File: config.mk
export PLATFORM = sky130hd
export DESIGN_NAME = time_alu_seq_flat
export DESIGN_NICKNAME = d
export VERILOG_FILES = /design/src/rtl/time_alu_seq_if.sv /design/src/rtl/time_alu_seq.sv /design/src/flat_wrapper.sv
export SDC_FILE = /design/constraint.sdc
export NUM_CORES = 1
export LEC_CHECK = 0
export ABC_AREA = 1
export CAP_MARGIN = 10
export CORE_MARGIN = 8
export CORE_UTILIZATION = 57
export DETAILED_ROUTE_END_ITERATION = 12
export GPL_ROUTABILITY_DRIVEN = 0
export MAX_ROUTING_LAYER = met4
export PLACE_DENSITY = 0.81
export SLEW_MARGIN = 20
export SYNTH_ARGS = -nofsm -noshare
export SYNTH_HDL_FRONTEND = slang
export SYNTH_SLANG_ARGS = --single-unit
File: constraint.sdc
create_clock -name clk -period 6.8 [get_ports clk]
set_clock_uncertainty 0.05 [all_clocks]
set_input_delay 1.36 -clock clk [delete_from_list [all_inputs] [get_ports clk]]
set_output_delay 1.36 -clock clk [all_outputs]
set_load 0.005 [all_outputs]
File: src/rtl/time_alu_seq_if.sv
// time_alu_seq_if
//   Request/response bundle between the alarm/countdown controller (master)
//   and the sequential BCD time ALU (slave).
//   Ports (all BCD times packed {h10,h1,m10,m1,s10,s1}, s1 at [3:0]):
//     start    master->slave  request, sampled only while the ALU is idle
//     op_sub   master->slave  0 = A+B, 1 = A-B
//     a_time   master->slave  operand A
//     b_time   master->slave  operand B
//     busy     slave->master  operation in progress
//     done     slave->master  one-cycle completion pulse
//     res_time slave->master  result, held until the next accepted start
//     ovf      slave->master  hour wrap occurred
//     err      slave->master  operand range violation on the last operation
interface time_alu_seq_if;
  logic        start;
  logic        op_sub;
  logic [23:0] a_time;
  logic [23:0] b_time;
  logic        busy;
  logic        done;
  logic [23:0] res_time;
  logic        ovf;
  logic        err;

  modport master (
    output start, op_sub, a_time, b_time,
    input  busy, done, res_time, ovf, err
  );

  modport slave (
    input  start, op_sub, a_time, b_time,
    output busy, done, res_time, ovf, err
  );
endinterface

File: src/rtl/time_alu_seq.sv
// time_alu_seq
//   Sequential BCD HH:MM:SS adder/subtractor. Operands are range-checked,
//   then processed one digit per clock (seconds first); hours wrap at
//   HOUR_MOD and the wrap is reported on ovf.
//   Parameters:
//     HOUR_MOD  hour wrap modulus, 2..100 (100 = plain 00-99 hours)
//     SUB_EN    1 = subtraction available, 0 = op_sub ignored
//   Ports:
//     clk  input   system clock, rising edge
//     rst  input   synchronous active-high reset (aborts any operation)
//     bus  slave   start/op_sub/a_time/b_time in, busy/done/res_time/ovf/err out
module time_alu_seq #(
  parameter int HOUR_MOD = 24,
  parameter bit SUB_EN   = 1'b1
) (
  input  logic          clk,
  input  logic          rst,
  time_alu_seq_if.slave bus
);

  localparam logic [7:0] LP_MOD = 8'(HOUR_MOD);

  typedef enum logic [2:0] {
    S_IDLE  = 3'd0,
    S_CHECK = 3'd1,
    S_CALC  = 3'd2,
    S_WRAP  = 3'd3,
    S_FIN   = 3'd4
  } state_t;

  state_t      r_state;
  state_t      w_state_nxt;
  logic [23:0] r_a;
  logic [23:0] r_b;
  logic        r_sub;
  logic        r_c;
  logic [2:0]  r_idx;
  logic [23:0] r_work;
  logic [23:0] r_res;
  logic        r_ovf;
  logic        r_err;
  logic        r_busy;
  logic        r_done;

  logic        w_bad;
  logic [4:0]  w_mod;
  logic [4:0]  w_step;
  logic [7:0]  w_h;
  logic [7:0]  w_h_new;
  logic        w_ovf_nxt;
  logic [23:0] w_res_nxt;

  // Binary hours value 10*h10 + h1 (up to 165 for out-of-range digits).
  function automatic logic [7:0] hours_of(input logic [23:0] t);
    return ({4'd0, t[23:20]} * 8'd10) + {4'd0, t[19:16]};
  endfunction

  // True when any digit or the hours value of t is out of range.
  function automatic logic time_bad(input logic [23:0] t);
    return (t[3:0]   > 4'd9) || (t[7:4]   > 4'd5) ||
           (t[11:8]  > 4'd9) || (t[15:12] > 4'd5) ||
           (t[19:16] > 4'd9) || (t[23:20] > 4'd9) ||
           (hours_of(t) >= LP_MOD);
  endfunction

  // Select digit idx (0 = s1 .. 5 = h10) of a packed time.
  function automatic logic [3:0] get_digit(input logic [23:0] t, input logic [2:0] idx);
    logic [3:0] d;
    case (idx)
      3'd0:    d = t[3:0];
      3'd1:    d = t[7:4];
      3'd2:    d = t[11:8];
      3'd3:    d = t[15:12];
      3'd4:    d = t[19:16];
      3'd5:    d = t[23:20];
      default: d = 4'd0;
    endcase
    return d;
  endfunction

  // One digit of add/sub with modulus m; returns {carry/borrow, digit}.
  // Add runs in 5-bit unsigned (max 19), sub in 5-bit signed (min -10) so
  // neither result can silently wrap through a 4-bit field.
  function automatic logic [4:0] digit_step(input logic [3:0] a, input logic [3:0] b,
                                            input logic cin, input logic sub,
                                            input logic [4:0] m);
    logic [4:0]        sum;
    logic signed [4:0] diff;
    logic [4:0]        t;
    logic              co;
    if (sub) begin
      diff = $signed({1'b0, a}) - $signed({1'b0, b}) - $signed({4'd0, cin});
      if (diff < 5'sd0) begin
        t  = diff + m;
        co = 1'b1;
      end else begin
        t  = diff;
        co = 1'b0;
      end
    end else begin
      sum = {1'b0, a} + {1'b0, b} + {4'd0, cin};
      if (sum >= m) begin
        t  = sum - m;
        co = 1'b1;
      end else begin
        t  = sum;
        co = 1'b0;
      end
    end
    return {co, t[3:0]};
  endfunction

  // Binary 0..99 to two BCD digits {tens, ones}.
  function automatic logic [7:0] to_bcd(input logic [7:0] v);
    logic [7:0] q;
    logic [7:0] r;
    q = v / 8'd10;
    r = v - (q * 8'd10);
    return {q[3:0], r[3:0]};
  endfunction

  assign w_bad  = time_bad(r_a) || time_bad(r_b);
  // Tens of seconds and tens of minutes count modulo 6, all others modulo 10.
  assign w_mod  = ((r_idx == 3'd1) || (r_idx == 3'd3)) ? 5'd6 : 5'd10;
  assign w_step = digit_step(get_digit(r_a, r_idx), get_digit(r_b, r_idx), r_c, r_sub, w_mod);

  // Hour wrap: the final carry/borrow out of h10 stands for +/-100 hours.
  always_comb begin
    w_h       = hours_of(r_work);
    w_h_new   = w_h;
    w_ovf_nxt = 1'b0;
    if (r_sub) begin
      if (r_c) begin
        w_h_new   = w_h + LP_MOD - 8'd100;
        w_ovf_nxt = 1'b1;
      end else begin
        w_h_new   = w_h;
        w_ovf_nxt = 1'b0;
      end
    end else begin
      if (r_c || (w_h >= LP_MOD)) begin
        w_h_new   = w_h + (r_c ? 8'd100 : 8'd0) - LP_MOD;
        w_ovf_nxt = 1'b1;
      end else begin
        w_h_new   = w_h;
        w_ovf_nxt = 1'b0;
      end
    end
    w_res_nxt = {to_bcd(w_h_new), r_work[15:0]};
  end

  // Next-state logic. A bad operand skips CALC but still spends one cycle
  // in WRAP (which leaves the error result alone) before FIN.
  always_comb begin
    w_state_nxt = r_state;
    case (r_state)
      S_IDLE: begin
        if (bus.start) w_state_nxt = S_CHECK;
        else           w_state_nxt = S_IDLE;
      end
      S_CHECK: begin
        if (w_bad) w_state_nxt = S_WRAP;
        else       w_state_nxt = S_CALC;
      end
      S_CALC: begin
        if (r_idx == 3'd5) w_state_nxt = S_WRAP;
        else               w_state_nxt = S_CALC;
      end
      S_WRAP:  w_state_nxt = S_FIN;
      S_FIN:   w_state_nxt = S_IDLE;
      default: w_state_nxt = S_IDLE;
    endcase
  end

  // State register.
  always_ff @(posedge clk) begin
    if (rst) r_state <= S_IDLE;
    else     r_state <= w_state_nxt;
  end

  // Datapath registers and registered handshake outputs.
  always_ff @(posedge clk) begin
    if (rst) begin
      r_a    <= 24'd0;
      r_b    <= 24'd0;
      r_sub  <= 1'b0;
      r_c    <= 1'b0;
      r_idx  <= 3'd0;
      r_work <= 24'd0;
      r_res  <= 24'd0;
      r_ovf  <= 1'b0;
      r_err  <= 1'b0;
      r_busy <= 1'b0;
      r_done <= 1'b0;
    end else begin
      // Outputs lag the state by one cycle: busy covers CHECK..WRAP, done follows FIN.
      r_busy <= (r_state == S_CHECK) || (r_state == S_CALC) || (r_state == S_WRAP);
      r_done <= (r_state == S_FIN);
      case (r_state)
        S_IDLE: begin
          if (bus.start) begin
            r_a   <= bus.a_time;
            r_b   <= bus.b_time;
            r_sub <= bus.op_sub & SUB_EN;
            r_c   <= 1'b0;
            r_idx <= 3'd0;
          end
        end
        S_CHECK: begin
          r_idx <= 3'd0;
          if (w_bad) begin
            r_err <= 1'b1;
            r_res <= 24'd0;
            r_ovf <= 1'b0;
          end else begin
            r_err <= 1'b0;
          end
        end
        S_CALC: begin
          r_c   <= w_step[4];
          r_idx <= r_idx + 3'd1;
          case (r_idx)
            3'd0:    r_work[3:0]   <= w_step[3:0];
            3'd1:    r_work[7:4]   <= w_step[3:0];
            3'd2:    r_work[11:8]  <= w_step[3:0];
            3'd3:    r_work[15:12] <= w_step[3:0];
            3'd4:    r_work[19:16] <= w_step[3:0];
            3'd5:    r_work[23:20] <= w_step[3:0];
            default: r_work        <= r_work;
          endcase
        end
        S_WRAP: begin
          if (!r_err) begin
            r_res <= w_res_nxt;
            r_ovf <= w_ovf_nxt;
          end
        end
        S_FIN:   r_c <= 1'b0;
        default: r_c <= 1'b0;
      endcase
    end
  end

  assign bus.busy     = r_busy;
  assign bus.done     = r_done;
  assign bus.res_time = r_res;
  assign bus.ovf      = r_ovf;
  assign bus.err      = r_err;

endmodule
File: src/flat_wrapper.sv
// flat-port wrapper written by rule: the top's interface ports become plain ports
module time_alu_seq_flat 
#(
  parameter int HOUR_MOD = 24,
  parameter bit SUB_EN   = 1'b1
)
  (clk, rst, bus_start, bus_op_sub, bus_a_time, bus_b_time, bus_busy, bus_done, bus_res_time, bus_ovf, bus_err);
  time_alu_seq_if bus_i ();
  input  logic clk;
  input  logic rst;
  input wire logic [$bits(bus_i.start)-1:0] bus_start;
  input wire logic [$bits(bus_i.op_sub)-1:0] bus_op_sub;
  input wire logic [$bits(bus_i.a_time)-1:0] bus_a_time;
  input wire logic [$bits(bus_i.b_time)-1:0] bus_b_time;
  output wire logic [$bits(bus_i.busy)-1:0] bus_busy;
  output wire logic [$bits(bus_i.done)-1:0] bus_done;
  output wire logic [$bits(bus_i.res_time)-1:0] bus_res_time;
  output wire logic [$bits(bus_i.ovf)-1:0] bus_ovf;
  output wire logic [$bits(bus_i.err)-1:0] bus_err;
  assign bus_i.start = bus_start;
  assign bus_i.op_sub = bus_op_sub;
  assign bus_i.a_time = bus_a_time;
  assign bus_i.b_time = bus_b_time;
  assign bus_busy = bus_i.busy;
  assign bus_done = bus_i.done;
  assign bus_res_time = bus_i.res_time;
  assign bus_ovf = bus_i.ovf;
  assign bus_err = bus_i.err;
  time_alu_seq #(.HOUR_MOD(HOUR_MOD), .SUB_EN(SUB_EN)) u_core (.clk(clk), .rst(rst), .bus(bus_i));
endmodule
==> results of run 1 <==
## cell usage after synthesis, types with 3 or more instances
| library cell | count | area share [%] |
|---|---|---|
| nand2_2 | 18 | 1.7 |
| xnor2_1 | 7 | 0.94 |
| nand3_1 | 32 | 2.5 |
| nor3_1 | 3 | 0.23 |
| ha_1 | 46 | 8.8 |
| nand4_1 | 4 | 0.38 |
| clkbuf_1 | 27 | 1.6 |
| a21oi_1 | 114 | 8.7 |
| a221oi_1 | 5 | 0.67 |
| inv_2 | 5 | 0.29 |
| o22ai_1 | 13 | 1.2 |
| xor2_1 | 4 | 0.54 |
| nor4_1 | 4 | 0.38 |
| fa_1 | 14 | 4.3 |
| o211ai_1 | 3 | 0.35 |
| nand2_1 | 153 | 8.8 |
| nand3_2 | 7 | 1.1 |
| nand3b_1 | 3 | 0.35 |
| dfxtp_1 | 108 | 33 |
| nor2_1 | 69 | 4.0 |
| a31oi_1 | 6 | 0.58 |
| inv_1 | 154 | 8.9 |
| o21ai_0 | 99 | 7.6 |
## state kept, by name, indices dropped and copies added (netlist names)
signal	cells
u_core.bus.ovf	1
u_core.r_a	24
u_core.bus.done	1
u_core.r_work	24
u_core.r_b	24
u_core.r_idx	3
u_core.bus.res_time	24
u_core.bus.err	1
u_core.r_state	3
u_core.bus.busy	1
u_core.r_sub	1
u_core.r_c	1
## through the flow
step	total power (uW)	setup slack (ps)	utilization, %	hold slack, ps	area [um^2]
2_1_floorplan	1318	1148	-	379.7	6526
3_3_place_gp	1504	925.3	65.63	393.5	7430
3_5_place_dp	1532	661.6	65.63	394.0	7430
4_1_cts	2057	657.4	68.26	404.9	7727
5_1_grt	2211	1.001	68.27	426.3	7729
6_report	2053	690.2	68.27	402.7	7729
## layer usage
metal	global-route usage, %	vias up
met4	9.857	0
li1	-	3129
met5	-	-
met3	3.562	42
met1	26.32	2758
met2	36.80	161
## where the power goes
part	internal (uW)	switching, uW
combinational	290	507
sequential	687	38.5
clock	288	243
total	1260	788
## cells by family (layout without fill, tap and decap cells)
| family | count (synthesis) | after routing | synth area share (%) |
|---|---|---|---|
| AO/OA/AOI/OAI | 254 | 254 | 20.90 |
| XOR/XNOR | 12 | 12 | 1.725 |
| adder cells (fa/ha/maj) | 60 | 60 | 13.11 |
| buffers and inverters | 187 | 258 | 10.76 |
| flip-flops | 108 | 108 | 33.13 |
| AND/OR/NAND/NOR | 300 | 300 | 20.38 |
## path summary, 6_finish.rpt
kind                                                 to  depth (start not counted)  slack, ps
worst max-delay path            u_core.bus.res_time[19]                         45        690
worst min-delay path                     u_core.r_b[12]                          2        400
worst max register to register  u_core.bus.res_time[19]                         45        690
worst min register to register           u_core.r_b[12]                          2        400
## worst max-delay path: cells and delay by family (launching register included)
| kind | cells | cell delay (ps) |
|---|---|---|
| simple gates | 26 | 2470 |
| buf+inv | 7 | 380 |
| compound gates | 3 | 310 |
| flops | 1 | 330 |
| xor+xnor | 1 | 200 |
| fa+ha+maj | 8 | 2330 |
## layout make-up
cell class | count | area, um^2
Timing Repair Buffer | 83 | 820.8
Sequential cell | 108 | 2163
Clock buffer | 9 | 225.2
Inverter | 160 | 600.6
Fill cell | 977 | 3592
Tap cell | 143 | 178.9
Multi-Input combinational cell | 626 | 3667
Clock inverter | 6 | 72.57
==> results.md, run 1 <==
* Status: complete, no violations
* Crit path arrival time at 6350 ps
* HP Class: register to register
* NumNets Final at 1100
* Delay of the slowest critical-path stage at 470 ps
* Fin Setup TNS at 0 ps
* Final min period at 6110 ps
* Drt first pass iters at 5
* Syn Area/Cell at 7.086 um^2
* GRT Total Usage at between 20% and 30%
* Worst flop-to-flop path startpoint: u_core.r_work[21]
* Met2 WL post-DR at 7552 um
* Worst setup path class: register to register
* Met3 WL at 643 um
* H-tree depth reported by CTS at 3
* PortBufs at 79
* Placed Cells at 1120
* ANT cells at 0
* CP Data Required Time at slightly above 7000 ps
* Global-route wire length before repair at 26680 um
* DP Wirelength at 12150 um
* M1 WL at 6975 um
* Initial Util at 57.65%
* CP max FO at 6
* Post-Syn Nets at 1033
* Largest net degree at the start of global routing at 100
* FFs w/ async S/R, synth at 0%
* Vias post-DR at 6090
* Hold Path Origin: u_core.r_b[12]
* Crit-path slowest cell: fa_1
* Most common cell type on the critical path: nand2_2
* Num rows at 39
* Synth cell types at 39
* Die Area at 15130 um^2
* Worst setup EP type: register
* CTS Buf Count at 9
* Synth-to-layout area growth at 18.42%
* CP startpoint: u_core.r_work[21]
* Final Hold Vio Count at 0
* Max-cap viol count at 0
* Slew Limit Fails at 0
* Rel. slew slack at a little over two fifths
* Initial DRC count at 495
* Clock root buffer: clkbuf_16
* Initial antenna violation count at 0
* Synth Cell Area at 6526 um^2
* Gate Count Post-Synth at 921
* CTS sink cnt at 108
* Total gr overflow at 0
* Die Wd at 123 um
* Pwr dens at 265.7 nW/um^2
* Clock transition at the registers of the reported paths at approximately 70 ps
* Drt wl/cell at 13.81 um
* DR DRC count at 0
* RSZ-0062 raised after global routing: false
* Final std cells w/o fill at 1135
* Clk buf depth at 2
* Period utilization at 89.85%
* Synth Warn # at 0
* Final setup violation count at 0
* Post-synth EDFFs at 0
* Die outline height at about 120 um
* LEAKAGE at 0.003496 uW
* Vias in the first global route at about 6000
* TritonCTS clock tree: yes
* FF+latch count, synth at 108
* Routed wire length at 15670 um
* Worst slew pin tran at roughly 860 ps
* Core area at about 11000 um^2
* Highest routed layer: met4
* Seq/Total Area, Yosys at 33.13%
* Startpoint Class: register
* Post-synth top flop: dfxtp_1
* Vias per Instance at 5.366
* Commonest cells after routing, fill and taps aside: inv_1 (154), nand2_1 (153), a21oi_1 (114), dfxtp_1 (107), o21ai_0 (99)
* Fmax achieved at 163.7 MHz
* Cts hold-fix bufs at 0
* Maximum VDD drop at about 0.18 mV
* Final ANT Viol Nets at 0
* Most common cell after layout, fill and taps aside: inv_1
* Post-CTS Setup Inserts at 0
* Worst-Skew Late Latency at 350 ps
* IO Count at 80
* Resized Gates After CTS at 0
* Share of cells above drive strength 1 at 6.149%
No activity file was read; power rests on OpenSTA's default activity.
==> run 2, diff against run 1 <==
- ABC_AREA: 1 -> not set
==> run 2 against run 1 <==
Against the previous run:
- cell area grew 9.0%
- the flow now finishes with violations (negative setup slack)
- wire length grew 13%
- highest routed layer unchanged
- critical path type unchanged
- global-route usage is essentially flat
- clock power shrank 3.8%
- maximum frequency shrank 11%
- non-clock buffer count grew 27
- critical path depth shrank 11
- area after synthesis grew 5.6%
- flip-flop and latch count is the same
==> results.md, run 2 <==
* Status: complete, but fails checks
* Failing checks: negative setup slack
* H-tree depth reported by CTS at 3 (unchanged)
* Num rows at 40 (+2.6%)
* PortBufs at 79 (unchanged)
* Slew Limit Fails at 0 (unchanged)
* Core area at 11910 um^2 (+5.2%)
* Post-synthesis simple-gate area fraction at 21.62% (+1.2 points)
* Worst flop-to-flop path startpoint: u_core.r_work[23]
* Reg area at 2167 um^2 (+0.17%)
* Most common cell after layout, fill and taps aside: nand2_1
* Post-synth EDFFs at 0 (unchanged)
* Syn Area/Cell at 7.903 um^2 (+12%)
* Initial Util at 57.86% (+0.21 points)
* Post-synthesis xor/xnor area fraction at 3.794% (+2.1 points)
* Die outline height at 126.0 um (+2.4%)
* CTS Buf Count at 9 (unchanged)
* Post-synth top area share at 31.37% (-1.8 points)
* Rel. slew slack at 28.65% (-13 points)
* FFs w/ async S/R, synth at 0% (unchanged)
* Maximum VDD drop at 0.1412 mV (-23%)
* GR peak layer: met2
* Combinational family with the most area after synthesis: compound AO/OA/AOI/OAI gates
* Count leader, synth: nand2_1
* Switch Pwr at 592.5 uW (-25%)
* ANT cells at 0 (unchanged)
* Synth Cell Area at 6892 um^2 (+5.6%)
* Final setup violation count at 1 (+1)
* FF-to-FF setup slack at -60 ps (-750 ps)
* CP Data Required Time at 6990 ps (-50 ps)
* Global-route wire length before repair at 29200 um (+9.5%)
* Total gr overflow at 0 (unchanged)
* Pwr dens at 205.3 nW/um^2 (-23%)
* Fill count at 933 (-4.5%)
* Met2 Usage GRT at 35.98% (-0.82 points)
* Reg2reg end: u_core.bus.res_time[19]
* Startpoint Class: register
* Final min period at 6863 ps (+753.5 ps)
* Cts hold-fix bufs at 0 (unchanged)
* Yosys top cell by area: dfxtp_1
* Post-synth top flop: dfxtp_1
* Share of cells above drive strength 1 at 11.88% (+5.7 points)
* Worst-Skew Late Latency at 340 ps (about the same)
* Fmax achieved at 145.7 MHz (-11%)
* Synth Warn # at 0 (unchanged)
* Routing usage on met1 at 28.89% (+2.6 points)
* Final hold slack at 402.4 ps (-0.2150 ps)
* IO Count at 80 (unchanged)
* Synth-to-layout area growth at 22.26%
* WHS Path Cells at 2 (unchanged)
* Worst setup EP type: register
* Max-cap viol count at 0 (unchanged)
* Vias in the first global route at 6143 (+4.0%)
* Crit path arrival time at 7050 ps (+700 ps)
* Final ANT Viol Nets at 0 (unchanged)
* DP Wirelength at 12340 um (+1.6%)
* Hold Path Origin: u_core.r_work[0]
* GRT Total Usage at 22.23% (-0.028 points)
* Clock transition at the registers of the reported paths at 80 ps (about the same)
* Util after Layout at 70.74% (+2.5 points)
* Drt wl/cell at 16.12 um (+17%)
* CTS sink cnt at 108 (unchanged)
* Clock root buffer: clkbuf_16
* Die Area at 15860 um^2 (+4.9%)
* Synth top cells by count: nand2_1 (162), dfxtp_1 (108), a21oi_1 (107), nor2_1 (69), ha_1 (46)
* Initial antenna violation count at 0 (unchanged)
* Seq pwr share at 41.5% (+6.2 points)
* Multi-input gate area at 4601 um^2 (+25%)
* GRT met3 Usage at 2.532% (-1.0 points)
* Delay of the slowest critical-path stage at 470 ps (about the same)
* RSZ-0062 raised after global routing: true
* Routed wire length at 17700 um (+13%)
* Setup ws final at -63.32 ps (-753.5 ps)
* Placement Cell Area at 7848 um^2 (+5.6%)
* Drt first pass iters at 7 (+2)
* Finished Cell Area at 8426 um^2 (+9.0%)
* Synth cell types at 81 (+110%)
* Commonest cells after routing, fill and taps aside: nand2_1 (161), a21oi_1 (107), dfxtp_1 (104), clkdlybuf4s50_1 (78), nor2_1 (66)
* Adder-Cell Fraction of Synth Area at 12.42% (-0.70 points)
* Clk buf depth at 2 (unchanged)
* Compound-Gate Fraction of Synth Area at 22.66% (+1.8 points)
* Hold EP: u_core.bus.res_time[0]
* Gate Count Post-Synth at 872 (-5.3%)
* Worst setup path class: register to register
* Vias per Instance at 5.959 (+11%)
* Int Power at 1137 uW (-10%)
* LEAKAGE at 0.003195 uW (-8.6%)
* Area contributors post-synth: dfxtp_1 (31%), nand2_1 (8.8%), ha_1 (8.4%)
* Post-Syn Nets at 984 (-4.7%)
* Period utilization at 100.9% (+11 points)
* TritonCTS clock tree: yes
* FF+latch count, synth at 108 (unchanged)
* Initial DRC count at 671 (+36%)
* Vias post-DR at 6543 (+7.4%)
* Clock network power share at 29.5% (+3.6 points)
* Die Wd at 126.0 um (+2.4%)
* Crit-path slowest cell: fa_2
* Register-to-Register Path Depth at 34 (-24%)
* Logic pwr share at 28.9% (-9.9 points)
* Sw frac at 34.25% (-4.1 points)
* Worst slew pin tran at 1070 ps (+207.1 ps)
* DR DRC count at 0 (unchanged)
* Fin Setup TNS at -63.32 ps (-63.32 ps)
* Seq/Total Area, Yosys at 31.37% (-1.8 points)
* Final Hold Vio Count at 0 (unchanged)
* Multiplexer area fraction after synthesis at 3.032% (+3.0 points)
* Largest net degree at the start of global routing at 109 (+9.0%)
* CP max FO at 5 (-1)
* HP Class: register to register
* NumNets Final at 1058 (-3.8%)
* Design Power at 1730 uW (-16%)
run 2: routing by layer:
| layer | up-vias | share of wire [%] |
|---|---|---|
| met4 | 0 | 2.0 |
| met1 | 3048 | 44 |
| met2 | 256 | 48 |
| li1 | 3200 | - |
| met5 | - | 0 |
| met3 | 39 | 5.2 |
run 2: cell families after synthesis:
family,after synthesis
xor gates and xnor gates,25
adders and majority gates,60
AOI/OAI and AO/OA,238
muxes,20
buffers and inverters,90
and+or+nand+nor,331
DFF,108
run 2: worst max path at each step:
stage,startpoint,endpoint,slack [ps],cells past startpoint
floorplan,u_core.r_work[21],u_core.bus.res_time[19],20,36
global placement,u_core.r_work[21],u_core.bus.res_time[19],10,34
detailed placement,u_core.r_work[21],u_core.bus.res_time[19],-210,34
CTS,u_core.r_work[21],u_core.bus.res_time[19],40,34
global route,u_core.r_work[21],u_core.bus.res_time[19],-380,35
finish,u_core.r_work[23],u_core.bus.res_time[19],-60,34
run 2: per-stage QoR:
stage / std cells / worst slack, ps
final: 1098 / -63.32
after global routing: 1098 / -381.3
after CTS: 1092 / 36.88
after detailed placement: 1071 / -213.4
after global placement: 1071 / 12.97
after floorplan: 872 / 16.84
run 2: critical path, delay by kind of cell, from the launching register on:
family	cells	cell delay, ps
buffers and inverters	4	230
AND/OR/NAND/NOR	10	1720
adder cells (fa/ha/maj)	8	2130
flip-flops	1	340
XOR/XNOR	4	690
AO/OA/AOI/OAI	8	1590
run 2: layout make-up:
type / instances / area share (%)
Multi-Input combinational cell: 674 / 54.60
Clock inverter: 7 / 0.7871
Inverter: 43 / 1.916
Tap cell: 147 / 2.183
Clock buffer: 9 / 2.673
Timing Repair Buffer: 110 / 12.12
Sequential cell: 108 / 25.72
run 2: what timing repair did:
action,CTS,global route
setup buffers,5,6
pin swaps,16,27
gates resized for setup,18,28
endpoints found under the setup margin,1,2
run 2: power by group through the flow:
| stage | sequential, uW | combinational, uW | clock, uW |
|---|---|---|---|
| after global placement | 730 | 463 | 0 |
| after CTS | 717 | 487 | 519 |
| after floorplan | 708 | 350 | 0 |
| final | 719 | 500 | 511 |
| after global routing | 724 | 554 | 542 |
| after detailed placement | 731 | 472 | 0 |
